<file path="src/rtl/soul_mover.sv">
// soul_mover: moves the player soul inside the battle box.
// Direction codes (0-3) are one-cycle move requests that walk STEP pixels,
// one pixel per frame tick. Colour codes (4-7) set the soul colour.
// One move runs at a time, and one further request can wait in a pending slot.
module soul_mover #(
  parameter int W      = 10,
  parameter int X_MIN  = 200,
  parameter int X_MAX  = 440,
  parameter int Y_MIN  = 240,
  parameter int Y_MAX  = 400,
  parameter int X_INIT = 320,
  parameter int Y_INIT = 320,
  parameter int STEP   = 8
) (
  input  logic         Pclk,
  input  logic         RESET,
  input  logic [2:0]   cmd,
  input  logic         tick,
  output logic [W-1:0] pos_x,
  output logic [W-1:0] pos_y,
  output logic [2:0]   color,
  output logic         moving,
  output logic         dropped
);

  // FSM encoding
  localparam logic IDLE = 1'b0;
  localparam logic MOVE = 1'b1;

  // Direction encoding, identical to the low two bits of cmd
  localparam logic [1:0] DIR_UP    = 2'd0;
  localparam logic [1:0] DIR_DOWN  = 2'd1;
  localparam logic [1:0] DIR_LEFT  = 2'd2;
  localparam logic [1:0] DIR_RIGHT = 2'd3;

  // Bounds, reset values and step length at their register widths
  localparam logic [W-1:0] X_LO    = W'(X_MIN);
  localparam logic [W-1:0] X_HI    = W'(X_MAX);
  localparam logic [W-1:0] Y_LO    = W'(Y_MIN);
  localparam logic [W-1:0] Y_HI    = W'(Y_MAX);
  localparam logic [W-1:0] X_RST   = W'(X_INIT);
  localparam logic [W-1:0] Y_RST   = W'(Y_INIT);
  localparam logic [W-1:0] ONE_PX  = W'(1);
  localparam logic [7:0]   STEP_L  = 8'(STEP);
  localparam logic [2:0]   COL_RST = 3'd4;

  logic       state;
  logic [1:0] dir;        // direction of the move in progress
  logic [7:0] remaining;  // pixels still to go in the current move
  logic       slot_full;  // one request waiting behind the current move
  logic [1:0] slot_dir;

  logic req;        // this cycle's cmd is a move request
  logic at_bound;   // one more pixel in dir would leave the box
  logic last_px;    // this tick consumes the final pixel of the move
  logic move_end;   // the current move finishes in this cycle
  logic step_px;    // position register advances on this clock edge

  assign req    = ~cmd[2];
  assign moving = (state == MOVE);

  // Bound detection: compare before stepping so unsigned arithmetic never wraps.
  // NOTE: every always_comb output gets a default first, so no path can infer a latch.
  always_comb begin
    at_bound = 1'b0;
    case (dir)
      DIR_UP:    at_bound = (pos_y <= Y_LO);
      DIR_DOWN:  at_bound = (pos_y >= Y_HI);
      DIR_LEFT:  at_bound = (pos_x <= X_LO);
      DIR_RIGHT: at_bound = (pos_x >= X_HI);
      default:   at_bound = 1'b0;
    endcase
  end

  // Move termination and pixel stepping decisions for this cycle
  always_comb begin
    last_px  = (remaining <= 8'd1);
    move_end = (state == MOVE) && tick && (at_bound || last_px);
    step_px  = (state == MOVE) && tick && !at_bound;
  end

  // Colour register: loaded by colour codes only, held on direction codes.
  // NOTE: registers are written with non-blocking assignments so every flop
  // samples pre-edge values regardless of statement order.
  always_ff @(posedge Pclk) begin
    if (RESET) begin
      color <= COL_RST;
    end else if (cmd[2]) begin
      color <= cmd;
    end
  end

  // Position registers: one pixel per tick in the active direction, clamped to the box
  always_ff @(posedge Pclk) begin
    if (RESET) begin
      pos_x <= X_RST;
      pos_y <= Y_RST;
    end else if (step_px) begin
      case (dir)
        DIR_UP:    pos_y <= pos_y - ONE_PX;
        DIR_DOWN:  pos_y <= pos_y + ONE_PX;
        DIR_LEFT:  pos_x <= pos_x - ONE_PX;
        DIR_RIGHT: pos_x <= pos_x + ONE_PX;
        default: ;
      endcase
    end
  end

  // Move FSM: start moves, count pixels, chain into the pending or simultaneous request
  always_ff @(posedge Pclk) begin
    if (RESET) begin
      state     <= IDLE;
      dir       <= DIR_UP;
      remaining <= '0;
    end else begin
      case (state)
        IDLE: begin
          // Ticks are ignored here, even in the same cycle as a request.
          if (req) begin
            dir       <= cmd[1:0];
            remaining <= STEP_L;
            state     <= MOVE;
          end
        end
        MOVE: begin
          if (move_end) begin
            if (slot_full) begin
              // Waiting request goes first; a simultaneous one refills the slot.
              dir       <= slot_dir;
              remaining <= STEP_L;
            end else if (req) begin
              // Empty slot: the simultaneous request starts immediately.
              dir       <= cmd[1:0];
              remaining <= STEP_L;
            end else begin
              state     <= IDLE;
              remaining <= '0;
            end
          end else if (tick) begin
            remaining <= remaining - 8'd1;
          end
        end
        default: begin
          state     <= IDLE;
          remaining <= '0;
        end
      endcase
    end
  end

  // Pending slot: holds at most one request queued behind the active move
  always_ff @(posedge Pclk) begin
    if (RESET) begin
      slot_full <= 1'b0;
      slot_dir  <= DIR_UP;
    end else if (state == MOVE) begin
      if (move_end) begin
        // Slot contents start now; it stays full only if a new request arrives.
        if (slot_full) begin
          slot_full <= req;
          if (req) begin
            slot_dir <= cmd[1:0];
          end
        end
      end else if (req && !slot_full) begin
        slot_full <= 1'b1;
        slot_dir  <= cmd[1:0];
      end
    end
  end

  // Drop pulse: a request mid-move with the slot already occupied is discarded
  always_ff @(posedge Pclk) begin
    if (RESET) begin
      dropped <= 1'b0;
    end else begin
      dropped <= (state == MOVE) && !move_end && req && slot_full;
    end
  end

endmodule

</file>
<file path="config.mk">
export PLATFORM = sky130hd
export DESIGN_NAME = soul_mover
export DESIGN_NICKNAME = d
export VERILOG_FILES = /design/src/rtl/soul_mover.sv
export SDC_FILE = /design/constraint.sdc
export NUM_CORES = 1
export LEC_CHECK = 0
export ABC_AREA = 1
export BUFFER_PORTS_ARGS = -buffer_cell sky130_fd_sc_hd__buf_2
export CORE_UTILIZATION = 63
export CTS_CLUSTER_DIAMETER = 40
export DETAILED_ROUTE_END_ITERATION = 6
export PLACE_DENSITY = 0.86
export SLEW_MARGIN = 20
export SYNTH_ARGS = -nofsm -noshare
export SYNTH_HDL_FRONTEND = slang
export SYNTH_SLANG_ARGS = --single-unit
</file>
<file path="constraint.sdc">
create_clock -name Pclk -period 5.65 [get_ports Pclk]
set_clock_uncertainty 0.15 [all_clocks]
set_input_delay 0.565 -clock Pclk [delete_from_list [all_inputs] [get_ports Pclk]]
set_output_delay 0.565 -clock Pclk [all_outputs]
set_load 0.01 [all_outputs]
</file>
### After elaboration in Yosys (flattened, before gate mapping)

Index checks and enable logic that the tools add are counted.

| storage, ports and cells | value |
|---|---|
| word-level logic and storage cells | 73 |
| register bits after elaboration | 37 |

| operators by class | value |
|---|---|
| bitwise logic cells | 2 |
| magnitude comparators | 5 |
| eq/ne operators | 8 |
| reductions and logical operators | 20 |
| add/subtract/negate cells | 5 |
| muxes and demuxes | 24 |

Operators by type and width:

| cell | number |
|---|---|
| $pmux W10 S2 | 2 |
| $mux W8 | 3 |
| $add A10 B1 Y10 const B | 2 |
| $ge A10 B9 Y1 const B | 2 |
| $le A10 B8 Y1 const B | 2 |
| $sub A10 B1 Y10 const B | 2 |
| $pmux W8 S2 | 1 |
| $mux W2 | 7 |
| $le A8 B1 Y1 const B | 1 |
| $mux W4 | 2 |
| $reduce_and A2 Y1 | 4 |
| $sub A8 B1 Y8 const B | 1 |
| $logic_and A1 B1 Y1 | 7 |
| $mux W1 | 6 |
| $ne A2 B2 Y1 const B | 3 |
| $reduce_bool A2 Y1 | 3 |
| $eq A2 B2 Y1 const B | 2 |
| $pmux W1 S4 | 1 |
| $pmux W2 S2 | 1 |
| $reduce_and A4 Y1 | 1 |
| $logic_not A1 Y1 | 3 |
| $ne A3 B2 Y1 const B | 1 |
| $eq A2 B1 Y1 const B | 1 |
| $logic_not A2 Y1 | 1 |
| 4 further kinds | 5 |

### Depth between registers and ports, before layout

| depth | value |
|---|---|
| depth in word-level cells | 8 |
| mapped depth | 13 |

### Worst setup path after synthesis

Ideal clock, no wire load.

| timing | value |
|---|---|
| path kind | register -> register |
| from | reg dir[1] |
| to | reg pos_y[7] |
| stages on the path, launching flop included | 11 |
| clock period less this slack | 2.180 ns |
| buffers on the path | 1 |
| setup slack | 3.470 ns |
| setup time | 0.070 ns |
| arrival | 1.960 ns |
| path through | dfxtp_1 buf_6 nor2_1 inv_1 ha_1 a21oi_1 nand2_1 a31oi_1 o21ai_0 xor2_1 a21oi_1 |

| between the ends | value |
|---|---|
| longest elaborated chain between the ends | 5 |
| elaborated cells between the ends (all ways) | 10 |
| classes of those cells | eq/ne (3); mux (2); reduce/logical (5) |

Ends and longest elaborated chain:

| what | RTL line | source |
|---|---|---|
| start: declaration | 48 | `logic [1:0] dir;` |
| start signal: assignment | 120 | `dir <= cmd[1:0];` |
| start signal: assignment | 129 | `dir <= slot_dir;` |
| start signal: assignment | 133 | `dir <= cmd[1:0];` |
| $eq A2 B2 Y1, or another cell as far along | 66 | `case (dir)` |
| $pmux W1 S4 | 66 |  |
| $logic_not A1 Y1 | 79 | `step_px = (state == MOVE) && tick && !at_bound;` |
| $logic_and A1 B1 Y1 | 79 |  |
| $reduce_and A2 Y1 (no source line) | n/a |  |
| end signal: assignment | 100 | `DIR_UP: pos_y <= pos_y - ONE_PX;` |
| end signal: assignment | 101 | `DIR_DOWN: pos_y <= pos_y + ONE_PX;` |
| end: declaration | 20 | `output logic [W-1:0] pos_y,` |

Parallel ways exist; a longest one is shown, timed or not.
A chain may end at the register's enable or synchronous reset.

### Worst setup path in the final report

Same ends and word-level chain as after synthesis.

==> report_table.html <==
<table>
<tr><th>Metric</th><th>Value</th></tr>
<tr><th colspan="2">Pwr</th></tr>
<tr><td>Internal power component</td><td>slightly below 0.5 mW</td></tr>
<tr><td>Part of the power in the clock network</td><td>about 28%</td></tr>
<tr><td>Total power density per cell area</td><td>273 mW/mm²</td></tr>
<tr><td>Total leakage power</td><td>between 1 and 1.5 nW</td></tr>
<tr><td>Combinational group share of total power</td><td>31.5%</td></tr>
<tr><td>Switching power summed over all nets</td><td>approximately 0.27 mW</td></tr>
<tr><td>Reg power frac</td><td>40.7%</td></tr>
<tr><td>Peak ir drop on the vdd network</td><td>roughly 0.00020 V</td></tr>
<tr><td>Final Power</td><td>0.757 mW</td></tr>
<tr><td>Sw Share</td><td>a little over a third</td></tr>
<tr><th colspan="2">CTS</th></tr>
<tr><td>Num CTS Buffers</td><td>5</td></tr>
<tr><td>Count of clock tree sinks</td><td>37</td></tr>
<tr><td>Number of hold-repair buffers added at the cts stage</td><td>0</td></tr>
<tr><td>Number of buffers inserted to repair setup after CTS</td><td>0</td></tr>
<tr><td>Clock Pin Slew Worst Setup and Hold Paths</td><td>0.08 ns</td></tr>
<tr><td>Clock latency on the worst-skew pair</td><td>~0.3 ns</td></tr>
<tr><td>Post-CTS resize count</td><td>0</td></tr>
<tr><td>Clock buffer depth</td><td>2</td></tr>
<tr><td>Maximum level of the CTS H-tree</td><td>2</td></tr>
<tr><td>Clock tree from TritonCTS</td><td>yes</td></tr>
<tr><td>Clock root buffer</td><td>sky130_fd_sc_hd__clkbuf_8</td></tr>
<tr><th colspan="2">Routing</th></tr>
<tr><td>Routed vias</td><td>2,400</td></tr>
<tr><td>Total detailed-routing wirelength</td><td>between 5 and 6 mm</td></tr>
<tr><td>Via density</td><td>roughly 5.4</td></tr>
<tr><td>Wire length per cell</td><td>about 13 µm</td></tr>
<tr><td>Antenna-violating nets left</td><td>0</td></tr>
<tr><td>Count of unresolved DRC violations after routing</td><td>0</td></tr>
<tr><td>1st-pass router iterations</td><td>4</td></tr>
<tr><td>First DRT Iteration DRCs</td><td>approximately 110</td></tr>
<tr><th colspan="2">Worst hold path</th></tr>
<tr><td>Worst min-delay path category</td><td>reg2reg</td></tr>
<tr><th colspan="2">Timing</th></tr>
<tr><td>Number of failing hold endpoints at the final stage</td><td>0</td></tr>
<tr><td>Part of the cycle the worst path needs</td><td>44.2%</td></tr>
<tr><td>Number of endpoints failing setup at the final stage</td><td>0</td></tr>
<tr><td>Minimum clock period</td><td>between 2 and 2.5 ns</td></tr>
<tr><td>Setup ws final</td><td>roughly 3.2 ns</td></tr>
<tr><td>Max_slew headroom</td><td>approximately 56%</td></tr>
<tr><td>Total Negative Setup Slacks</td><td>0 ns</td></tr>
<tr><td>Worst hold margin</td><td>between 0.3 and 0.4 ns</td></tr>
<tr><td>RSZ-0062 raised after global routing</td><td>false</td></tr>
<tr><td>Maximum clock frequency</td><td>between 400 and 500 MHz</td></tr>
<tr><td>Slew at the pin closest to its max-slew limit</td><td>between 0.6 and 0.7 ns</td></tr>
<tr><td>Pins Over Slew Limit</td><td>0</td></tr>
<tr><th colspan="2">Synth</th></tr>
<tr><td>Async S/R FF share, synth</td><td>0%</td></tr>
<tr><td>Number of flops mapped to enable cells by yosys</td><td>0</td></tr>
<tr><td>Number of synthesized register bits</td><td>37</td></tr>
<tr><td>Count of distinct cell types in the synthesized netlist</td><td>32</td></tr>
<tr><td>Average instance area after synthesis</td><td>between 6 and 7 µm²</td></tr>
<tr><td>Post-Synthesis Cell Area</td><td>between 0.002 and 0.003 mm²</td></tr>
<tr><td>Post-synth net total</td><td>between 300 and 400</td></tr>
<tr><td>Number of standard cells after synthesis</td><td>365</td></tr>
<tr><td>Seq/Total Area, Yosys</td><td>29.2%</td></tr>
<tr><td>Number of warnings printed during yosys synthesis</td><td>0</td></tr>
<tr><td>Main flop type after synthesis</td><td>sky130_fd_sc_hd__dfxtp_1</td></tr>
<tr><th colspan="2">Global route</th></tr>
<tr><td>Maximum number of pins on one net before global-route repair</td><td>21</td></tr>
<tr><td>Combined global-route utilization of all metal layers</td><td>between 20% and 30%</td></tr>
<tr><td>First-pass GRT wire length</td><td>roughly 9.5 mm</td></tr>
<tr><td>Number of global-route vias before repair</td><td>2,242</td></tr>
<tr><td>Global route total overflow</td><td>0</td></tr>
<tr><td>Antenna violations before repair</td><td>0</td></tr>
<tr><th colspan="2">Floorplan</th></tr>
<tr><td>Total die area</td><td>0.00428 mm²</td></tr>
<tr><td>Initial standard-cell utilization of the core</td><td>around two thirds</td></tr>
<tr><td>Placeable Area</td><td>0.00377 mm²</td></tr>
<tr><td>Cell Rows</td><td>22</td></tr>
<tr><td>Top-level port count</td><td>31</td></tr>
<tr><td>X dimension of the die</td><td>approximately 65 µm</td></tr>
<tr><td>Vertical die dimension</td><td>about 65 µm</td></tr>
<tr><th colspan="2">Worst setup path</th></tr>
<tr><td>Critical-path cell list</td><td>nor2_1 &gt; inv_1 &gt; ha_1 &gt; a21oi_1 &gt; nand2_1 &gt; a31oi_1 &gt; o21ai_0 &gt; xor2_1 &gt; a21oi_1</td></tr>
<tr><td>Arrival @ worst endpoint</td><td>~2.5 ns</td></tr>
<tr><td>CP Data Required Time</td><td>around 5.7 ns</td></tr>
<tr><td>Crit path launch type</td><td>register</td></tr>
<tr><td>Nature of the critical path endpoint</td><td>register</td></tr>
<tr><td>Slowest Stage Delay on Critical Path</td><td>roughly 0.52 ns</td></tr>
<tr><td>Critical Path Fanout Max</td><td>9</td></tr>
<tr><td>Most frequent cell on the critical path</td><td>sky130_fd_sc_hd__a21oi_1</td></tr>
<tr><td>CP max stage cell</td><td>sky130_fd_sc_hd__dfxtp_1</td></tr>
<tr><td>Class of the most critical setup path</td><td>reg2reg</td></tr>
<tr><th colspan="2">Placement</th></tr>
<tr><td>Port buffer count</td><td>29</td></tr>
<tr><td>Total cell area at the placement stage</td><td>0.00268 mm²</td></tr>
<tr><td>HPWL after detailed placement</td><td>4.03 mm</td></tr>
<tr><td>Worst slack, placed</td><td>~3.2 ns</td></tr>
<tr><td>Total placed cells including tap cells</td><td>roughly 430</td></tr>
<tr><td>Routability congestion estimate</td><td>0.880</td></tr>
<tr><th colspan="2">Finish</th></tr>
<tr><td>Utilization after layout</td><td>between 70% and 80%</td></tr>
<tr><td>Area growth from synthesis to layout</td><td>9.68%</td></tr>
<tr><td>Fraction of layout instances using a drive strength above 1</td><td>between 10 and 15%</td></tr>
<tr><td>Nets@finish</td><td>around 420</td></tr>
<tr><td>Number of antenna diodes</td><td>0</td></tr>
<tr><td>Final-layout fill cell count</td><td>~320</td></tr>
<tr><td>Final Cell Area</td><td>0.00278 mm²</td></tr>
<tr><td>Non-filler cells, final</td><td>about 440</td></tr>
<tr><th colspan="2">Run status</th></tr>
<tr><td>Result of the run</td><td>finished clean</td></tr>
<tr><th colspan="2">Run</th></tr>
<tr><td>MaxCap Viol Count</td><td>0</td></tr>
</table>
## power by group through the flow
stage / combinational, mW / sequential, mW / clock (mW)
2_1_floorplan: 0.188 / 0.311 / 0
5_1_grt: 0.272 / 0.312 / 0.222
4_1_cts: 0.236 / 0.308 / 0.212
3_5_place_dp: 0.232 / 0.314 / 0
6_report: 0.238 / 0.308 / 0.211
3_3_place_gp: 0.226 / 0.313 / 0
## worst paths after layout
path / slack [ns] / end / cells past startpoint / start
worst max-delay path: 3.15 / pos_y[7] / 9 / dir[1]
worst min-delay path: 0.34 / pos_x[9] / 2 / pos_x[9]
worst max register to register: 3.15 / pos_y[7] / 9 / dir[1]
worst min register to register: 0.34 / pos_x[9] / 2 / pos_x[9]
## cell usage after synthesis (4+ instances only)
| cell | count | area [µm²] |
|---|---|---|
| sky130_fd_sc_hd__ha_1 | 18 | 225 |
| sky130_fd_sc_hd__nor3_1 | 6 | 30.0 |
| sky130_fd_sc_hd__xnor2_1 | 9 | 78.8 |
| sky130_fd_sc_hd__nand4_1 | 4 | 25.0 |
| sky130_fd_sc_hd__o21ai_0 | 27 | 135 |
| sky130_fd_sc_hd__nor2_1 | 48 | 180 |
| sky130_fd_sc_hd__nand2_1 | 66 | 248 |
| sky130_fd_sc_hd__xor2_1 | 10 | 87.6 |
| sky130_fd_sc_hd__dfxtp_1 | 37 | 741 |
| sky130_fd_sc_hd__inv_1 | 42 | 158 |
| sky130_fd_sc_hd__a21oi_1 | 39 | 195 |
| sky130_fd_sc_hd__nand2_2 | 5 | 31.3 |
| sky130_fd_sc_hd__o21ai_1 | 5 | 25.0 |
| sky130_fd_sc_hd__nand3_1 | 21 | 105 |
## metal layers
metal	vias up	GRT usage, %	wire (µm)
met5	-	0	0
met4	0	8.42	65
met3	8	5.21	160
met2	45	50.6	2770
met1	1095	34.4	2620
li1	1252	-	-
## logic make-up (layout without fill, tap and decap cells)
group,count (synthesis),count (layout),synth area share (%)
compound gates,78,78,16.4
xor+xnor,19,19,6.57
fa+ha+maj,20,20,10.5
buf+inv,53,81,8.94
flops,37,37,29.2
other cells,1,1,0.148
simple gates,157,157,28.2
## state kept, by name, indices dropped and copies added (netlist names)
name and flops:
color 2, dir 2, dropped 1, moving 1, pos_x 10, pos_y 10, remaining 8, slot_dir 2
slot_full 1
## layout make-up
cell class | instances | area, µm² | area share (%)
Timing Repair Buffer | 29 | 145 | 5.23
Clock inverter | 1 | 5.00 | 0.180
Tap cell | 48 | 60.1 | 2.16
Sequential cell | 37 | 741 | 26.7
Multi-Input combinational cell | 275 | 1570 | 56.4
Inverter | 44 | 165 | 5.95
Clock buffer | 7 | 96.3 | 3.47
## critical path: cells and delay by family (launching register included)
| family | cells | cell delay, ns |
|---|---|---|
| AOI/OAI and AO/OA | 4 | 0.63 |
| DFF | 1 | 0.52 |
| adders and majority gates | 1 | 0.36 |
| buffers and inverters | 1 | 0.29 |
| and+or+nand+nor | 2 | 0.26 |
| xor gates and xnor gates | 1 | 0.16 |
## cell usage in the layout, fill, tap and decap left out, drive strengths merged, types with 2 or more instances in the layout
master	count
a211oi	2
a21oi	39
buf	29
clkbuf	7
dfxtp	37
fa	2
ha	18
inv	44
nand2	72
nand3	21
nand4	5
nor2	48
nor3	9
o211ai	3
o21ai	33
xnor2	9
xor2	10
Power figures use the tool's default switching activity.
